File: config.mk
export PLATFORM = sky130hd
export DESIGN_NAME = cfg_shiftreg_flat
export DESIGN_NICKNAME = d
export VERILOG_FILES = /design/src/rtl/cfg_shiftreg_if.sv /design/src/rtl/cfg_shiftreg.sv /design/src/flat_wrapper.sv
export SDC_FILE = /design/constraint.sdc
export NUM_CORES = 1
export LEC_CHECK = 0
export CORE_ASPECT_RATIO = 0.75
export CORE_UTILIZATION = 50
export DETAILED_ROUTE_END_ITERATION = 8
export HOLD_SLACK_MARGIN = 0.06
export PLACE_DENSITY = 0.7
export SYNTH_ARGS = -nofsm -noshare
export SYNTH_HDL_FRONTEND = slang
export SYNTH_SLANG_ARGS = --single-unit
File: constraint.sdc
create_clock -name sclk -period 5.1 [get_ports sclk]
set_input_delay 1.02 -clock sclk [delete_from_list [all_inputs] [get_ports sclk]]
set_output_delay 1.02 -clock sclk [all_outputs]
set_load 0.1 [all_outputs]
File: src/rtl/cfg_shiftreg_if.sv
// Bundle of the serial configuration pins and the decoded outputs of one
// cfg_shiftreg chain stage; clock and reset stay outside as plain ports.
interface cfg_shiftreg_if #(
  parameter int N      = 60,
  parameter int PARITY = 1
);
  localparam int FRAME = N + PARITY;
  localparam int CW    = $clog2(FRAME + 2);

  // Protocol: sdin is taken only on sclk edges where sen is high. latch is
  // acted on only at its rising edge, and that edge wins over a shift in the
  // same cycle. err_clr is level-sensitive and is applied on the next edge.
  logic          sen;
  logic          sdin;
  logic          latch;
  logic          err_clr;
  logic          sdout;
  logic [N-1:0]  cfg_out;
  logic          cfg_valid;
  logic          err_len;
  logic          err_par;
  logic [CW-1:0] bit_cnt;

  modport master (
    output sen, sdin, latch, err_clr,
    input  sdout, cfg_out, cfg_valid, err_len, err_par, bit_cnt
  );

  modport slave (
    input  sen, sdin, latch, err_clr,
    output sdout, cfg_out, cfg_valid, err_len, err_par, bit_cnt
  );
endinterface

File: src/rtl/cfg_shiftreg.sv
// Serial configuration chain: shifts in a frame, checks its length and even
// parity on a latch rising edge, and only then updates the shadow register.
module cfg_shiftreg #(
  parameter int           N         = 60,
  parameter int           PARITY    = 1,
  parameter int           MSB_FIRST = 1,
  parameter logic [N-1:0] RESET_VAL = '0
) (
  input logic           sclk,
  input logic           rst_n,
  cfg_shiftreg_if.slave bus
);
  localparam int FRAME = N + PARITY;
  localparam int CW    = $clog2(FRAME + 2);
  localparam logic [CW-1:0] CNT_FRAME = CW'(FRAME);
  localparam logic [CW-1:0] CNT_SAT   = CW'(FRAME + 1);

  logic [FRAME-1:0] sr_q, sr_d;
  logic [N-1:0]     cfg_q, cfg_d;
  logic [CW-1:0]    cnt_q, cnt_d;
  logic             valid_q, valid_d;
  logic             err_len_q, err_len_d;
  logic             err_par_q, err_par_d;
  logic             latch_prev_q;

  logic [FRAME-1:0] sr_shifted;
  logic [N-1:0]     frame_data;
  logic             sdout_w;
  logic             latch_ev;
  logic             shift_en;
  logic             len_ok;
  logic             par_ok;
  logic             load;

  // Shift direction decides where the first bit ends up and which end of the
  // chain feeds the next stage; the parity bit sits at the entry end.
  generate
    if (MSB_FIRST != 0) begin : g_msb_first
      assign sr_shifted = {sr_q[FRAME-2:0], bus.sdin};
      assign sdout_w    = sr_q[FRAME-1];
      assign frame_data = sr_q[FRAME-1:PARITY];
    end else begin : g_lsb_first
      assign sr_shifted = {bus.sdin, sr_q[FRAME-1:1]};
      assign sdout_w    = sr_q[0];
      assign frame_data = sr_q[N-1:0];
    end
  endgenerate

  always_comb begin
    latch_ev = bus.latch & ~latch_prev_q;
    shift_en = bus.sen & ~latch_ev;
    len_ok   = (cnt_q == CNT_FRAME);
    par_ok   = (PARITY == 0) || !(^sr_q);
    load     = latch_ev & len_ok & par_ok;
  end

  // A latch never clears sr so upstream data keeps flowing to sdout.
  always_comb begin
    sr_d = sr_q;
    if (shift_en) begin
      sr_d = sr_shifted;
    end
  end

  always_comb begin
    cnt_d = cnt_q;
    if (latch_ev) begin
      cnt_d = '0;
    end else if (shift_en && (cnt_q != CNT_SAT)) begin
      cnt_d = cnt_q + CW'(1);
    end
  end

  always_comb begin
    cfg_d   = cfg_q;
    valid_d = valid_q;
    if (load) begin
      cfg_d   = frame_data;
      valid_d = 1'b1;
    end
  end

  // Clear first, then set, so a same-cycle error report survives err_clr.
  always_comb begin
    err_len_d = err_len_q;
    err_par_d = err_par_q;
    if (bus.err_clr) begin
      err_len_d = 1'b0;
      err_par_d = 1'b0;
    end
    if (latch_ev && !len_ok) begin
      err_len_d = 1'b1;
    end
    if (latch_ev && len_ok && !par_ok) begin
      err_par_d = 1'b1;
    end
  end

  // latch_prev_q resets high so a latch pin tied high never fires.
  always_ff @(posedge sclk or negedge rst_n) begin
    if (!rst_n) begin
      sr_q         <= '0;
      cfg_q        <= RESET_VAL;
      cnt_q        <= '0;
      valid_q      <= 1'b0;
      err_len_q    <= 1'b0;
      err_par_q    <= 1'b0;
      latch_prev_q <= 1'b1;
    end else begin
      sr_q         <= sr_d;
      cfg_q        <= cfg_d;
      cnt_q        <= cnt_d;
      valid_q      <= valid_d;
      err_len_q    <= err_len_d;
      err_par_q    <= err_par_d;
      latch_prev_q <= bus.latch;
    end
  end

  assign bus.sdout     = sdout_w;
  assign bus.cfg_out   = cfg_q;
  assign bus.cfg_valid = valid_q;
  assign bus.err_len   = err_len_q;
  assign bus.err_par   = err_par_q;
  assign bus.bit_cnt   = cnt_q;
endmodule

File: src/flat_wrapper.sv
// flat-port wrapper written by rule: the top's interface ports become plain ports
module cfg_shiftreg_flat 
#(
  parameter int           N         = 60,
  parameter int           PARITY    = 1,
  parameter int           MSB_FIRST = 1,
  parameter logic [N-1:0] RESET_VAL = '0
)
  (sclk, rst_n, bus_sen, bus_sdin, bus_latch, bus_err_clr, bus_sdout, bus_cfg_out, bus_cfg_valid, bus_err_len, bus_err_par, bus_bit_cnt);
  cfg_shiftreg_if #(.N(N), .PARITY(PARITY)) bus_i ();
  input logic sclk;
  input logic rst_n;
  input wire logic [$bits(bus_i.sen)-1:0] bus_sen;
  input wire logic [$bits(bus_i.sdin)-1:0] bus_sdin;
  input wire logic [$bits(bus_i.latch)-1:0] bus_latch;
  input wire logic [$bits(bus_i.err_clr)-1:0] bus_err_clr;
  output wire logic [$bits(bus_i.sdout)-1:0] bus_sdout;
  output wire logic [$bits(bus_i.cfg_out)-1:0] bus_cfg_out;
  output wire logic [$bits(bus_i.cfg_valid)-1:0] bus_cfg_valid;
  output wire logic [$bits(bus_i.err_len)-1:0] bus_err_len;
  output wire logic [$bits(bus_i.err_par)-1:0] bus_err_par;
  output wire logic [$bits(bus_i.bit_cnt)-1:0] bus_bit_cnt;
  assign bus_i.sen = bus_sen;
  assign bus_i.sdin = bus_sdin;
  assign bus_i.latch = bus_latch;
  assign bus_i.err_clr = bus_err_clr;
  assign bus_sdout = bus_i.sdout;
  assign bus_cfg_out = bus_i.cfg_out;
  assign bus_cfg_valid = bus_i.cfg_valid;
  assign bus_err_len = bus_i.err_len;
  assign bus_err_par = bus_i.err_par;
  assign bus_bit_cnt = bus_i.bit_cnt;
  cfg_shiftreg #(.N(N), .PARITY(PARITY), .MSB_FIRST(MSB_FIRST), .RESET_VAL(RESET_VAL)) u_core (.sclk(sclk), .rst_n(rst_n), .bus(bus_i));
endmodule
==> metrics.md <==
| Metric | Value |
|---|---|
| GRT Total Usage | `0.190` |
| N_diodes | `0` |
| Startpoint types | `flip-flop` |
| Avg WL per Cell | `16.9 µm` |
| Initial drt markers | `116` |
| H-tree Lvls | `4` |
| Most common cell after layout, fill and taps aside | `dfrtp_1` |
| Clk_lat worst skew | `410 ps` |
| Grt total ovfl | `0` |
| Slowest stage delay, CP | `580 ps` |
| Mapped Nets | `364` |
| HP Start | `u_core.bus.cfg_valid` |
| Synth Warn # | `0` |
| Switching part of the total | `0.288` |
| CTS tree | `done` |
| # DRC | `0` |
| R2R Path Start | `u_core.sr_q[39]` |
| Clk buf depth | `2` |
| CP Max Fanout | `33` |
| Initial antenna violation count | `0` |
| Leak | `0.00338 µW` |
| Post-CTS setup buffer count | `0` |
| Via density | `5.06` |
| Seq/Total Area, Yosys | `0.566` |
| # fillers | `828` |
| Worst path required time | `5390 ps` |
| Cells after Synth | `355` |
| Port bufs | `75` |
| Clk sinks | `131` |
| P&R area growth vs syn | `24.9%` |
| CTS buffer count | `17` |
| Least-Margin Pin Slew | `985 ps` |
| Total wire length | `10000 µm` |
| Design Area, Final | `7240 µm²` |
| Worst path buffer plus inverter count | `1` |
| Routability Congestion | `0.730` |
| Placed Area | `6610 µm²` |
| Area of the core | `11100 µm²` |
| Max capacitance violation total | `0` |
| Pre-CTS setup slack | `1390 ps` |
| Most used cell along the critical path | `xnor3_1` |
| Pin count of the biggest net entering global routing | `61` |
| Clk root buf | `clkbuf_16` |
| Crit path time final | `3610 ps` |
| Layout cells sized above 1 | `0.360` |
| WP data arrival | `3900 ps` |
| Status | `complete, no violations` |
| IO Pins | `76` |
| Multi-input logic area | `2350 µm²` |
| Comb pwr share | `0.284` |
| Clock group share of total power | `0.361` |
| Final Worst Setup Slack | `1490 ps` |
| Most frequent cells in the layout | `dfrtp_1, clkdlybuf4s50_1, mux2_2, mux2_4, xnor2_1` |
| Vias | `3003` |
| Layout Skew | `7.80 ps` |
| Crit end category | `flip-flop` |
| Sum Neg Setup Slack | `0 ps` |
| Pint | `2510 µW` |
| Die Span Y | `95.3 µm` |
| Hold-fix buffers at CTS | `0` |
| Initial Util | `0.522` |
| Die footprint | `12000 µm²` |
| Vias in the first global route | `3210` |
| Max-slew headroom | `0.341` |
| CP startpoint | `u_core.sr_q[39]` |
| Post-CTS sizing | `0` |
| Finished Layout Cells | `593` |
| Post-Syn Area per Cell | `16.3 µm²` |
| Antenna viol nets, final | `0` |
| Storage cell area | `3280 µm²` |
| CP delay by family, top | `XOR/XNOR gates` |
| PwrDens | `487 nW/µm²` |
| Post-DP HPWL | `6690 µm` |
| Total Nets Final | `449` |
| RSZ-0062 raised after global routing | `no` |
| Final count of negative-setup-slack endpoints | `0` |
| Fmax | `277 MHz` |
| Slew Viols, Final | `0` |
| Reg power frac | `0.355` |
| Tcrit/Tclk final | `0.709` |
| Fin. Hold Viols | `0` |
| Slowest cell on crit path | `nor2_8` |
| Detailed Routing Iterations Pass 1 | `4` |
| VDD IR max | `0.295 mV` |
| Cell variety after synth | `26` |
| Row cnt | `33` |
| Worst path cell trace | `xnor2_1, xnor3_1, xnor3_1, xnor3_1, xnor3_2, nor2_8, buf_12, mux2_2` |
| Net Sw Power | `1010 µW` |
| Synthesized area | `5800 µm²` |
| Placed Cells | `561` |
| Clock transition at path regs | `60 ps` |
| Seq cells post-synth | `131` |
| Die width | `126 µm` |
| Fin util | `0.652` |
| HP Class | `flip-flop to flip-flop` |
| First-pass GRT wire length | `17000 µm` |
| WS Path Type | `flip-flop to flip-flop` |
[path summary, 6_finish.rpt]
path | slack, ps | cells past startpoint | endpoint
worst max-delay path | 1490 | 8 | u_core.bus.cfg_out[38]
worst min-delay path | 480 | 1 | u_core.bus.cfg_valid
worst max register to register | 1490 | 8 | u_core.bus.cfg_out[38]
worst min register to register | 480 | 1 | u_core.bus.cfg_valid
max in group asynchronous | 3380 | 2 | u_core.sr_q[48]
min in group asynchronous | 570 | 1 | u_core.bus.cfg_valid
[worst register-to-register path: stages (launching register included)]
cell,delay (ps)
dfrtp_1,430
xnor2_1,240
xnor3_1,450
xnor3_1,380
xnor3_1,210
xnor3_2,490
nor2_8,580
buf_12,360
mux2_2,370
[layer usage]
layer	routed length [µm]	vias to the layer above	GRT usage
met5	0	-	0
met4	129	0	0.0663
met3	374	11	0.0567
met2	4460	60	0.281
met1	5060	1531	0.268
li1	-	1401	-
[power by group through the flow]
| stage | registers [µW] | logic (µW) | clock network, µW |
|---|---|---|---|
| 6_report | 1250 | 1000 | 1270 |
| 5_1_grt | 1270 | 1060 | 1350 |
| 4_1_cts | 1250 | 1020 | 1300 |
| 3_5_place_dp | 1270 | 1010 | 0 |
| 3_3_place_gp | 1270 | 996 | 0 |
| 2_1_floorplan | 1290 | 795 | 0 |
[cells in the mapped netlist (all sizes together)]
cell type      count  share of area
dfrtp            130           0.56
mux2             121           0.27
xnor2             47          0.071
buf               12          0.025
xor2              10          0.015
nor2               7         0.0073
inv                4         0.0026
xnor3              4          0.016
ha                 3         0.0065
nand2              3         0.0019
nand4              3         0.0032
and3               2         0.0024
a211oi             1         0.0013
a31oi              1         0.0011
a32o               1         0.0017
clkdlybuf4s25      1         0.0017
dfstp              1         0.0045
nand2b             1         0.0011
nor2b              1         0.0011
o2bb2ai            1         0.0015
or2                1         0.0011
[logic make-up (layout without fill, tap and decap cells)]
kind of cell / after synthesis / after routing / share of synthesized area
adder cells (fa/ha/maj): 3 / 3 / 0.00648
multiplexers: 121 / 121 / 0.273
buffers and inverters: 17 / 115 / 0.0289
AND/OR/NAND/NOR: 18 / 18 / 0.0181
AO/OA/AOI/OAI: 4 / 4 / 0.00561
XOR/XNOR: 61 / 61 / 0.102
flip-flops: 131 / 131 / 0.566
[flip-flops by register name, indices dropped and copies added, names as in the netlist]
register	cells
u_core.bus.err_par	1
u_core.sr_q	61
u_core.bus.cfg_out	60
u_core.latch_prev_q	1
u_core.bus.bit_cnt	6
u_core.bus.err_len	1
u_core.bus.cfg_valid	1
[per-stage QoR]
step                total power, µW  hold WS (ps)
floorplan                      2090           519
global placement               2260           461
detailed placement             2290           472
CTS                            3570           486
global route                   3680           499
finish                         3530           480
[final cells by class]
type	instances	share of cell area
Clock inverter	13	0.0254
Timing Repair Buffer	79	0.109
Inverter	4	0.00207
Multi-Input combinational cell	207	0.325
Tap cell	140	0.0242
Clock buffer	19	0.0612
Sequential cell	131	0.453
(Power assumes the default switching activity.)
